===== src/rtl/mem_port_arbiter.sv =====
`default_nettype none
// ============================================================================
// mem_port_arbiter
//   Round-robin arbiter sharing one RAM port between instruction fetch and
//   load/store, with per-access sequencing, timeout and pipeline stall control.
//   Revision: 1.0
// ============================================================================
module mem_port_arbiter #(
  parameter int AW      = 32,
  parameter int DW      = 32,
  parameter int TIMEOUT = 16
) (
  input  logic          clk,
  input  logic          clr,
  input  logic          if_req,
  input  logic [AW-1:0] if_addr,
  output logic [DW-1:0] if_rdata,
  output logic          if_valid,
  input  logic          mem_req,
  input  logic          mem_we,
  input  logic [AW-1:0] mem_addr,
  input  logic [DW-1:0] mem_wdata,
  output logic [DW-1:0] mem_rdata,
  output logic          mem_done,
  output logic          ram_en,
  output logic          ram_we,
  output logic [AW-1:0] ram_addr,
  output logic [DW-1:0] ram_wdata,
  input  logic [DW-1:0] ram_rdata,
  input  logic          ram_ack,
  output logic          stall_if,
  output logic          stall_mem,
  output logic          wb_bubble,
  output logic          err
);

  localparam int            CW         = (TIMEOUT > 1) ? $clog2(TIMEOUT) : 1;
  localparam logic [CW-1:0] C_CNT_LAST = (TIMEOUT > 0) ? CW'(TIMEOUT - 1) : '0;

  typedef enum logic [1:0] {
    S_IDLE     = 2'd0,
    S_BUSY_IF  = 2'd1,
    S_BUSY_MEM = 2'd2,
    S_DONE     = 2'd3
  } state_t;

  state_t          r_state;
  state_t          w_state_nxt;
  logic            r_last_mem;
  logic [CW-1:0]   r_cnt;
  logic [AW-1:0]   r_ram_addr;
  logic [DW-1:0]   r_ram_wdata;
  logic [DW-1:0]   r_if_rdata;
  logic [DW-1:0]   r_mem_rdata;
  logic            r_ram_en;
  logic            r_ram_we;
  logic            r_if_valid;
  logic            r_mem_done;
  logic            r_err;
  logic            w_grant_if;
  logic            w_grant_mem;
  logic            w_finish;
  logic            w_timeout;

  assign w_timeout = (TIMEOUT != 0) && (r_cnt == C_CNT_LAST);

  always_ff @(posedge clk) begin
    if (clr) begin
      r_state <= S_IDLE;
    end else begin
      r_state <= w_state_nxt;
    end
  end

  always_comb begin
    w_state_nxt = r_state;
    w_grant_if  = 1'b0;
    w_grant_mem = 1'b0;
    w_finish    = 1'b0;
    case (r_state)
      S_IDLE: begin
        // On contention the side that did not win last time gets the port
        if (mem_req && (!if_req || !r_last_mem)) begin
          w_grant_mem = 1'b1;
          w_state_nxt = S_BUSY_MEM;
        end else if (if_req) begin
          w_grant_if  = 1'b1;
          w_state_nxt = S_BUSY_IF;
        end
      end
      S_BUSY_IF, S_BUSY_MEM: begin
        if (ram_ack || w_timeout) begin
          w_finish    = 1'b1;
          w_state_nxt = S_DONE;
        end
      end
      default: w_state_nxt = S_IDLE;
    endcase
  end

  always_ff @(posedge clk) begin
    if (clr) begin
      r_last_mem  <= 1'b0;
      r_cnt       <= '0;
      r_ram_en    <= 1'b0;
      r_ram_we    <= 1'b0;
      r_ram_addr  <= '0;
      r_ram_wdata <= '0;
      r_if_rdata  <= '0;
      r_mem_rdata <= '0;
      r_if_valid  <= 1'b0;
      r_mem_done  <= 1'b0;
      r_err       <= 1'b0;
    end else begin
      r_if_valid <= 1'b0;
      r_mem_done <= 1'b0;
      if (r_state == S_IDLE) begin
        r_cnt <= '0;
        if (w_grant_mem) begin
          r_ram_en    <= 1'b1;
          r_ram_we    <= mem_we;
          r_ram_addr  <= mem_addr;
          r_ram_wdata <= mem_wdata;
          r_last_mem  <= 1'b1;
        end else if (w_grant_if) begin
          r_ram_en    <= 1'b1;
          r_ram_we    <= 1'b0;
          r_ram_addr  <= if_addr;
          r_ram_wdata <= '0;
          r_last_mem  <= 1'b0;
        end
      end else if (r_state != S_DONE) begin
        r_cnt <= r_cnt + CW'(1);
        if (w_finish) begin
          r_ram_en <= 1'b0;
          r_ram_we <= 1'b0;
          // An ack in the last allowed cycle still wins over the timeout
          if (!ram_ack) begin
            r_err <= 1'b1;
          end
          if (r_state == S_BUSY_IF) begin
            r_if_rdata <= ram_ack ? ram_rdata : '0;
            r_if_valid <= 1'b1;
          end else begin
            if (!ram_ack) begin
              r_mem_rdata <= '0;
            end else if (!r_ram_we) begin
              r_mem_rdata <= ram_rdata;
            end
            r_mem_done <= 1'b1;
          end
        end
      end
    end
  end

  assign ram_en    = r_ram_en;
  assign ram_we    = r_ram_we;
  assign ram_addr  = r_ram_addr;
  assign ram_wdata = r_ram_wdata;
  assign if_rdata  = r_if_rdata;
  assign if_valid  = r_if_valid;
  assign mem_rdata = r_mem_rdata;
  assign mem_done  = r_mem_done;
  assign err       = r_err;

  assign stall_mem = mem_req & ~r_mem_done;
  assign wb_bubble = stall_mem;
  assign stall_if  = (if_req & ~r_if_valid) | stall_mem;

endmodule
`default_nettype wire


===== config.mk =====
export PLATFORM = sky130hd
export DESIGN_NAME = mem_port_arbiter
export DESIGN_NICKNAME = d
export VERILOG_FILES = /design/src/rtl/mem_port_arbiter.sv
export SDC_FILE = /design/constraint.sdc
export NUM_CORES = 1
export LEC_CHECK = 0
export BUFFER_PORTS_ARGS = -buffer_cell sky130_fd_sc_hd__buf_2
export CORE_ASPECT_RATIO = 0.9
export CORE_MARGIN = 2
export CORE_UTILIZATION = 46
export DETAILED_ROUTE_END_ITERATION = 12
export GPL_TIMING_DRIVEN = 1
export PLACE_DENSITY = 0.9
export SYNTH_ARGS = -nofsm -noshare
export SYNTH_HDL_FRONTEND = slang
export SYNTH_SLANG_ARGS = --single-unit

===== constraint.sdc =====
create_clock -name clk -period 2.6 [get_ports clk]
set_input_delay 0.39 -clock clk [delete_from_list [all_inputs] [get_ports clk]]
set_output_delay 0.39 -clock clk [all_outputs]
set_load 0.05 [all_outputs]

Word level (Yosys, flattened, before mapping)
Cells that the tools add are included.
- register bits: 140
- output and inout bits: 136
- logic and storage cells: 78
- add/subtract/negate cells: 1
- eq/ne operators: 8
- mux-type cells: 29
- bitwise operators: 10
- reductions and logical operators: 18
- operators with widths (kind ; count):
    $mux W32 ; 7
    $mux W1 ; 18
    $reduce_and A4 Y1 ; 2
    $not A1 Y1 ; 7
    $mux W2 ; 3
    $ne A2 B2 Y1 const B ; 3
    $ne A3 B3 Y1 const B ; 2
    $reduce_bool A2 Y1 ; 3
    $reduce_and A5 Y1 ; 1
    $add A4 B1 Y4 const B ; 1
    $eq A4 B4 Y1 const B ; 1
    $pmux W2 S2 ; 1
    $reduce_and A2 Y1 ; 2
    $reduce_or A2 Y1 ; 2
    $reduce_or A4 Y1 ; 1
    $reduce_and A3 Y1 ; 1
    $and A1 B1 Y1 ; 2
    $eq A2 B1 Y1 const B ; 1
    $eq A2 B2 Y1 const B ; 1
    $logic_not A1 Y1 ; 2
    $logic_not A2 Y1 ; 1
    $logic_or A1 B1 Y1 ; 2
    $logic_and A1 B1 Y1 ; 1
    $or A1 B1 Y1 ; 1

Logic depth before layout (Yosys ltp)
Gate-level depths: netlist of run 1.
- depth in word-level cells: 8
- gate-level depth with buffers: 8
- gate-level depth less buffers: 6

Least setup slack after synthesis of run 1
OpenSTA, ideal clock, no wires.
- path type: flip-flop to output port
- start: register r_mem_done, in the netlist mem_done
- end: output port wb_bubble
- data arrival time: 1.557 ns
- required time: 2.210 ns
- setup slack: 0.653 ns
- cell stages (with the launch flop): 3
- cell sequence: dfxtp_1 nor2_1 buf_4
- cells in the longest elaborated chain, start to end: 2
- ends and longest elaborated chain (item ; line ; source):
    start: declaration ; 58 ; logic r_mem_done;
    start signal: assignment ; 112 ; r_mem_done <= 1'b0;
    start signal: assignment ; 116 ; r_mem_done <= 1'b0;
    start signal: assignment ; 150 ; r_mem_done <= 1'b1;
    $not A1 Y1 ; 167 ; assign stall_mem = mem_req & ~r_mem_done;
    $and A1 B1 Y1 ; 167 ;
    end: declaration ; 33 ; output logic wb_bubble,
No other way between the ends.

Worst setup path after layout of run 1
- start: register r_state[0]
- end: register r_if_rdata[23], in the netlist if_rdata[23]
- cells in the longest elaborated chain, start to end: 4
- elaborated cells on any way between the ends: 8
- classes of those cells: eq/ne (3); mux (1); bitwise (1); reduce/logical (3)
- ends and longest elaborated chain (item ; line ; source):
    start: declaration ; 47 ; state_t r_state;
    start signal: assignment ; 71 ; r_state <= w_state_nxt;
    $eq A2 B1 Y1 or $eq A2 B2 Y1 (tied branches) ; 80, 141 ;
    $reduce_or A2 Y1 ; 80 ; case (r_state)
    $mux W1 ; 80 ;
    $reduce_and A4 Y1 (no source line) (*) ; n/a ;
    end signal: assignment ; 142 ; r_if_rdata <= ram_ack ? ram_rdata : '0;
    end: declaration ; 53 ; logic [DW-1:0] r_if_rdata;
Every way passes the cells marked *; elsewhere a longest branch is shown, timed or not.
A chain may end at the register's enable or synchronous reset.

==> results of run 1 <==
## per-layer routing
layer	GRT usage [%]	wire, µm	vias to the layer above
met4	7.31	253	0
li1	-	-	2596
met5	0	0	-
met1	26.9	6170	2383
met3	7.70	1050	22
met2	38.2	7190	193
## path summary, 6_finish.rpt
check,slack [ns],end,start,cells past startpoint
max,0.51,if_rdata[23],r_state[0],6
min,0.21,if_rdata[25],ram_rdata[25],3
max reg2reg,0.51,if_rdata[23],r_state[0],6
min reg2reg,0.46,if_rdata[22],if_rdata[22],2
## critical path: stages, from the launching register on
cell                      delay (ns)
sky130_fd_sc_hd__dfxtp_1        0.38
sky130_fd_sc_hd__inv_1          0.08
sky130_fd_sc_hd__ha_1           0.34
sky130_fd_sc_hd__inv_1          0.13
sky130_fd_sc_hd__nor4b_4        0.27
sky130_fd_sc_hd__buf_4          0.52
sky130_fd_sc_hd__o21ai_0        0.22
## cells in the final DEF (no fill, tap or decap), drive strengths merged, types with 8 or more instances in the layout
cell,Yosys,routed
mux2i,33,33
a211oi,32,32
dfxtp,140,140
inv,8,8
clkbuf,32,24
o22ai,33,33
nand2,34,34
nor2,71,71
a22oi,32,32
buf,22,280
nand2b,64,64
nand3,33,33
o21ai,35,35
## area by class of cell
type | instances | area [µm²]
clock inverters | 7 | 65.1
fillers | 1019 | 4430
multi-input cells | 401 | 2480
well taps | 160 | 200
diodes | 1 | 2.50
flip-flops and latches | 140 | 2800
repair buffers | 280 | 1440
clock buffers | 24 | 482
inverters | 8 | 30.0
## cell families after synthesis
kind of cell,count (synthesis)
buffers and inverters,62
and+or+nand+nor,215
muxes,33
AOI/OAI and AO/OA,145
xor gates and xnor gates,3
adders and majority gates,5
DFF,140
## power by group
group / switching (W) / leakage, nW / total (W) / internal [W]
Sequential: 0.000162 / 1.14 / 0.00263 / 0.00247
Combinational: 0.00210 / 2.22 / 0.00289 / 0.000782
Clock: 0.000855 / 0.266 / 0.00223 / 0.00138
## sequential cells by signal (all words and copies together) (netlist names)
register,cells
if_valid,1
ram_addr,32
mem_rdata,32
r_last_mem,1
r_cnt,4
ram_wdata,32
r_state,2
mem_done,1
err,1
ram_we,1
if_rdata,32
ram_en,1
## per-stage QoR
step                      cell area, µm²  total power [W]
after CTS                           7500          0.00781
after global routing                7510          0.00816
final                               7510          0.00775
after global placement              6960          0.00552
after detailed placement            6960          0.00556
after floorplan                     5550          0.00489
==> results, run 1 <==
- Of all cell types, the one taking the most synthesized area is sky130_fd_sc_hd__dfxtp_1.
- Global routing finished with a remaining overflow of 0.
- For this run, the top clock speed supported by timing is 0.477 GHz.
- CTS placed an instance of sky130_fd_sc_hd__clkbuf_16 at the clock tree root.
- The data arrival time at the worst-slack endpoint is 2.34 ns.
- Hold is met by 0.215 ns.
- After synthesis, the netlist uses 39 different library cells.
- The commonest cells after synthesis are sky130_fd_sc_hd__dfxtp_1 (140), sky130_fd_sc_hd__nor2_1 (69), sky130_fd_sc_hd__nand2b_1 (64).
- The final antenna-violating net count is 0.
- The floorplan has 38 rows.
- The number of failing hold endpoints at the final stage is 0.
- The floorplan step set the die width to 120 µm.
- Of the total synthesized cell area, the portion taken by XOR and XNOR cells is 0.473%.
- The number of antenna violations at the first check in global routing is 1.
- In this run the biggest area consumer among cell types represents 50.5% of the synthesized area.
- Ranked by total cell area, the synthesized netlist is headed by sky130_fd_sc_hd__dfxtp_1 (50%), sky130_fd_sc_hd__nand2b_1 (7.2%), sky130_fd_sc_hd__mux2i_1 (5.9%), sky130_fd_sc_hd__nor2_1 (4.7%), sky130_fd_sc_hd__a211oi_1 (4.3%).
- The netlist area before placement is 5550 µm².
- Counting every instance in the synthesized netlist gives 603.
- After the flow finishes, the layout carries non-filler instances totaling 1,021.
- Once the clock tree was built, the setup fixing pass inserted 0 buffers.
- For this run, the number of Yosys warnings is 0.
- The total nets after synthesis is 742.
- The count of hold buffers inserted by post-cts repair is 0.
- The relative max-transition margin is 62.2%.
- Of the total synthesized cell area, the portion taken by full adders, half adders and majority gates is 1.13%.
- Of the synthesized area, sequential elements account for 50.5%.
- The startpoint type of the worst setup path is a register.
- The share of layout cells above drive strength 1 is 36.9%.
- The count of clock tree sinks is 140.
- The number of detailed-routing iterations run before antenna repair is 5.
- The worst min-delay path class is in -> reg.
- The final-report max-slew violation count is 0.
- The placeable core region is 11,900 µm².
- The portion of synthesized area spent on multiplexers is 5.95%.
- The synthesized design contains 0 enable-type register cells.
- Counting along the longest clock path gives a buffer depth of 2.
- For this run, design rule violations remaining after detail routing come to 0.
- 270 I/O pins were placed.
- After Yosys synthesis, and, or, nand and nor cells account for 19.5% of the synthesized area.
- The number of placed cells counting well taps is 989.
- Adding up every negative setup slack in the final design gives 0 ns.
- After layout, the worst setup slack is 0.506 ns.
- The type of destination of the critical path is a register.
- Setup repair after global routing left no endpoint under its margin.
- Along the worst path, the maximum fanout reaches 64.
- For this block, the initial DRC count from the detailed router was 296.
- The power per standard cell area is 1030 nW/µm².
- Yosys instantiated no cell more often than sky130_fd_sc_hd__dfxtp_1.
- TritonCTS created 17 clock buffers.
- The first global-routing pass estimated 23,300 µm of wire.
- Clock skew on the completed layout was measured at 0.00641 ns.
- The total wire length is 14,700 µm.
- The number of maximum-capacitance violations is 0.
- The effective utilization at floorplan is 46.5%.
- The routed design could run at a clock period as short as 2.09 ns.
- The most instantiated flip-flop cell in the synthesis netlist is sky130_fd_sc_hd__dfxtp_1.
- The placement-stage worst setup slack is 0.555 ns.
- After clock tree synthesis, the clock-pin slew on the worst setup and hold paths is 0.05 ns.
- The largest net degree at the start of global routing is 94.
- Dividing the detail-routed wire length by the instance count gives 14.4 µm.
- The number of global-route vias before repair came to 4,812.
- During placement, the flow inserted port buffers numbering 269.
- The data required time at the worst endpoint is 2.85 ns.
- The clock latency at the later pin of the worst-skew pair is 0.41 ns.
- IR analysis of the VDD net gives a maximum drop of 0.000550 V.
- After synthesis, the share of flip-flops with an asynchronous set or reset is 0%.
- At the pin with the least slew margin, the transition time is 0.567 ns.
- The startpoint-to-endpoint class of the critical path is reg -> reg.
- After synthesis, the largest family of logic cells by area is simple AND/OR/NAND/NOR gates.
- The clock tree synthesis step divided the H-tree into 4 levels.
- TritonCTS built the clock tree.
- Cells fill 62.9% of the core in the end.
- The vias after detailed routing is 5,194.
- The compound-cell area share of the yosys netlist is 17.4%.
- The vertical die dimension is 108 µm.
- The final setup violation count is 0.
- The wire-length estimate of the detail-placed layout is 10,300 µm.
- The vias per cell is 5.09.
- The run finished with clean final reports.
- At the end of the flow, the number of nets in the layout was 987.
- The signed area change from the synthesized netlist to the final layout is 35.2%.
- At the end of routability-driven placement, the weighted congestion stood at 0.759.
- The average instance in the mapped netlist occupies 9.21 µm².
- The number of gates resized after CTS is 0.
- Dividing the final minimum period by the clock period gives 80.6%.
- The flop and latch count out of synthesis is 140.
- The leakage dissipation is 3.63 nW.
- The floorplan step defined a die boundary enclosing 13,000 µm².
- Global routing used 22.5% of the available tracks across all layers.
Power figures use the tool's default switching activity.
==> inputs of run 2 (changes only) <==
- ABC_AREA: unset -> 1
- CORE_UTILIZATION: 46 -> 47
- clock period: 2.6 -> 2 ns (I/O delays scaled with it)
==> run 2 against run 1 <==
Net effect: synthesized area increased by 5.0%; cell count increased by 21%; register-to-register slack got worse by 0.23 ns.
==> results, run 2 <==
- The run finished with clean final reports.
- The largest net degree at the start of global routing is 65 (-31%).
- The number of primary I/O pins is 270 (unchanged).
- The placement-stage worst setup slack came to 0.312 ns (-0.243 ns).
- Traced cell by cell, the critical path runs through inv_1 > ha_1 > inv_1 > a21oi_2 > buf_12 > nand4_1 > nand2_1 > nor2_1.
- The critical path ends at mem_rdata[24].
- The maximum clock insertion buffer count is 2 (unchanged).
- The leakage dissipation is 4.16 nW (+15%).
- The overflow left after global routing was 0 (unchanged).
- The buffers inserted during post-CTS setup optimization is 0 (unchanged).
- The type of destination of the critical path is a register.
- Among all flip-flop cells after synthesis, the most frequent one is sky130_fd_sc_hd__dfxtp_1.
- The number of fill cells in the layout is 1,048 (+2.8%).
- Relative to the synthesized area, the layout overhead comes to 35.5%.
- The placed instance area is 7280 µm² (+4.7%).
- The placeable core region is 12,100 µm² (+1.2%).
- Clock tree synthesis selected as its root buffer the cell sky130_fd_sc_hd__clkbuf_16.
- The relative max-transition margin is 69.1% (+6.9 points).
- The number of global-route vias before repair is 5,339 (+11%).
- The floorplan die area is 13,300 µm² (+2.7%).
- The overall global routing resource usage was 24.5% (+2.1 points).
- The row count came to 38 (unchanged).
- The number of detailed-routing iterations run before antenna repair is 5 (unchanged).
- The final core area utilization is 65.4% (+2.5 points).
- The worst flop-to-flop path endpoint is mem_rdata[24].
- The post-synthesis cell type count is 26 (-33%).
- The cell count of the worst reg-to-reg path is 8 (+2).
- The vias per cell is 4.90 (-3.7%).
- The final setup skew is 0.00950 ns (+0.00309 ns).
- The summed negative setup slack over all endpoints is 0 ns (unchanged).
- The number of standard cells after synthesis is 813 (+35%).
- The sequential share of the synthesized area is 48.1% (-2.4 points).
- The part of the total power dissipated in the clock network is 26.3% (-2.5 points).
- The switching component of the power came to 0.00561 W (+80%).
- The data required time at the worst endpoint came to 2.29 ns (-0.56 ns).
- The highest ir drop seen on vdd is 0.000813 V (+48%).
- The flop and latch count out of synthesis came to 140 (unchanged).
- The biggest fanout along the worst timing path is 23 (-64%).
- The detailed-placement wirelength estimate came to 11,800 µm (+15%).
- The number of antenna violations at the first check in global routing is 1 (unchanged).
- The clock latency at the later pin of the worst-skew pair was 0.41 ns (about the same).
- The detailed-route DRC error count came to 0 (unchanged).
- The most numerous cell type found on the critical path is sky130_fd_sc_hd__inv_1.
- The total CTS buffers is 17 (unchanged).
- The number of failing hold endpoints at the final stage is 0 (unchanged).
- The total internal power is 0.00679 W (+47%).
- The synthesis warning total is 0 (unchanged).
- The number of gates resized after CTS is 0 (unchanged).
- In the layout the commonest cells are sky130_fd_sc_hd__buf_2 (269), sky130_fd_sc_hd__nand2_1 (221), sky130_fd_sc_hd__dfxtp_1 (140), sky130_fd_sc_hd__nor2_1 (114), sky130_fd_sc_hd__a21oi_1 (93).
- STA classifies the critical path startpoint as a register.
- The total wire length was 16,800 µm (+14%).
- The share of layout cells above drive strength 1 came to 30.5% (-6.4 points).
- The final cell count without fillers came to 1,234 (+21%).
- The area of all placed cells without fillers is 7900 µm² (+5.3%).
- The H-tree depth is 4 (unchanged).
- The total nets after synthesis came to 952 (+28%).
- The worst min-delay path class is in -> reg.
- The number of port buffers was 269 (unchanged).
- The library cell used most frequently in the layout, excluding fill and tap cells, is sky130_fd_sc_hd__buf_2.
- The largest stage delay on the critical path is 0.42 ns (-0.10 ns).
- The TritonCTS clock tree is done.
- The die boundary width is 121 µm (+1.3%).
- The global-route wire length before repair is 25,800 µm (+10%).
- The minimum clock period is 1.73 ns (-0.369 ns).
- The portion of total power attributed to sequential cells was 30.5% (-3.5 points).
- The count of hold buffers inserted by post-cts repair is 0 (unchanged).
- The startpoint-to-endpoint class of the critical path is reg -> reg.
- The ratio of final minimum period to clock period was 86.3% (+5.7 points).
- The number of enable flip-flop cells after synthesis is 0 (unchanged).
- The final-report max-slew violation count is 0 (unchanged).
- The actual slew at the worst max-slew pin is 0.462 ns (-0.105 ns).
- The count of clock tree sinks is 140 (unchanged).
- The startpoint of the most critical register-to-register path is r_state[0].
- Sorting the synthesized cells by area gives the leading types as sky130_fd_sc_hd__dfxtp_1 (48%), sky130_fd_sc_hd__nand2_1 (14%), sky130_fd_sc_hd__a21oi_1 (8.0%), sky130_fd_sc_hd__nor2_1 (7.3%), sky130_fd_sc_hd__inv_1 (4.4%).
- After synthesis, the most frequently instantiated cells are sky130_fd_sc_hd__nand2_1 (221), sky130_fd_sc_hd__dfxtp_1 (140), sky130_fd_sc_hd__nor2_1 (114).
- The final antenna-violating net count is 0 (unchanged).
- The register-to-register setup slack came to 0.27 ns (-0.23 ns).
- The proportion of netlist area held by the largest area contributor is 48.1% (-2.4 points).
- The vias after detailed routing is 6,046 (+16%).
- The beginning of the critical path is r_state[0].
- The final setup violation count was 0 (unchanged).
- The power per standard cell area is 1570 nW/µm² (+52%).
- The net count reported at finish is 1,200 (+22%).
- The share of total power consumed by net switching is 45.3% (+5.0 points).
- The weighted congestion reported at the end of routability-driven placement came to 0.808 (+6.5%).
- The netlist area before placement came to 5830 µm² (+5.0%).
- The worst-case setup margin in the final layout is 0.274 ns (-0.231 ns).
- The number of maximum-capacitance violations is 0 (unchanged).
- Setup repair after global routing left no endpoint under its margin.
- The effective utilization at floorplan came to 48.3% (+1.8 points).
- The share of synthesized flip-flops with an asynchronous set or reset is 0% (unchanged).
- The vertical die dimension came to 110 µm (+1.3%).
- The data arrival time at the worst-slack endpoint came to 2.02 ns (-0.32 ns).
- The DRC violation total after the first TritonRoute iteration is 439 (+48%).
- The average cell area after synthesis is 7.17 µm² (-22%).
- The post-detailed-route wirelength per cell was 13.6 µm (-5.5%).
- The share of power burned in combinational logic is 43.2% (+6.0 points).
- Among all cell types in the netlist, the one instantiated most often is sky130_fd_sc_hd__nand2_1.
- The achievable frequency is 0.579 GHz (+21%).
- The top cell type by total area after synthesis is sky130_fd_sc_hd__dfxtp_1.
- The slowest stage of the critical path is the sky130_fd_sc_hd__ha_1 cell.
- The clock transition at the registers of the reported paths is 0.06 ns (about the same).
- The number of placed cells counting well taps is 1,202 (+22%).
==> run 2: changes by cell type in the layout (fill, tap and decap cells not counted), moves of 25 or more <==
cell | previous run | this run
sky130_fd_sc_hd__a22oi_1 | 32 | 0
sky130_fd_sc_hd__a211oi_1 | 32 | 0
sky130_fd_sc_hd__nand2b_1 | 64 | 0
sky130_fd_sc_hd__nor2_1 | 69 | 114
sky130_fd_sc_hd__mux2i_1 | 33 | 0
sky130_fd_sc_hd__a21oi_1 | 4 | 93
sky130_fd_sc_hd__nand2_1 | 33 | 221
sky130_fd_sc_hd__nand3_1 | 33 | 8
sky130_fd_sc_hd__inv_1 | 8 | 68
==> run 2: cells by family after synthesis <==
kind of cell	share of synthesized area, %
and+or+nand+nor	25.8
adders and majority gates	1.07
AOI/OAI and AO/OA	15.0
DFF	48.1
buffers and inverters	10.1
==> run 2: stage by stage <==
step,total power [W],hold WS (ns)
3_5_place_dp,0.00916,0.448
6_report,0.0124,0.134
3_3_place_gp,0.00907,0.440
2_1_floorplan,0.00787,0.440
5_1_grt,0.0130,0.133
4_1_cts,0.0124,0.124
==> run 2: per-layer routing <==
metal  GRT usage (%)  vias to the layer above  part of all wire (%)
li1                -                     3104                     -
met4            7.80                        0                   1.3
met2            43.7                      274                    50
met3            6.38                       19                   7.5
met5               0                        -                     0
met1            29.1                     2649                    41
==> run 2: layout make-up <==
| type | count | area [µm²] | area share [%] |
|---|---|---|---|
| Inverter | 73 | 274 | 3.47 |
| Multi-Input combinational cell | 543 | 2450 | 31.0 |
| Sequential cell | 140 | 2800 | 35.5 |
| Clock inverter | 11 | 159 | 2.01 |
| Clock buffer | 20 | 457 | 5.78 |
| Timing Repair Buffer | 286 | 1560 | 19.8 |
| Tap cell | 160 | 200 | 2.53 |
| Antenna cell | 1 | 2.50 | 0.0317 |
==> run 2: worst min path at each step <==
stage                        startpoint            end  slack [ns]  depth (start not counted)
after floorplan              r_last_mem     r_last_mem        0.44                          2
after global placement              err            err        0.44                          2
after detailed placement  ram_wdata[21]  ram_wdata[21]        0.45                          2
after CTS                 mem_wdata[15]  ram_wdata[15]        0.12                          3
after global routing       mem_wdata[2]   ram_wdata[2]        0.13                          3
final                     mem_wdata[15]  ram_wdata[15]        0.13                          3
==> run 2: worst max-delay path, delay by kind of cell, from the launching register on <==
kind / cells / cell delay [ns]
adders and majority gates: 1 / 0.42
DFF: 1 / 0.39
buffers and inverters: 3 / 0.37
and+or+nand+nor: 3 / 0.26
AOI/OAI and AO/OA: 1 / 0.17
==> run 2: power by group through the flow <==
| stage | Clock, W | Combinational [W] | Sequential (W) |
|---|---|---|---|
| after detailed placement | 0 | 0.00533 | 0.00383 |
| after floorplan | 0 | 0.00192 | 0.00596 |
| after global placement | 0 | 0.00526 | 0.00381 |
| after global routing | 0.00342 | 0.00573 | 0.00385 |
| final | 0.00326 | 0.00536 | 0.00378 |
| after CTS | 0.00330 | 0.00536 | 0.00378 |
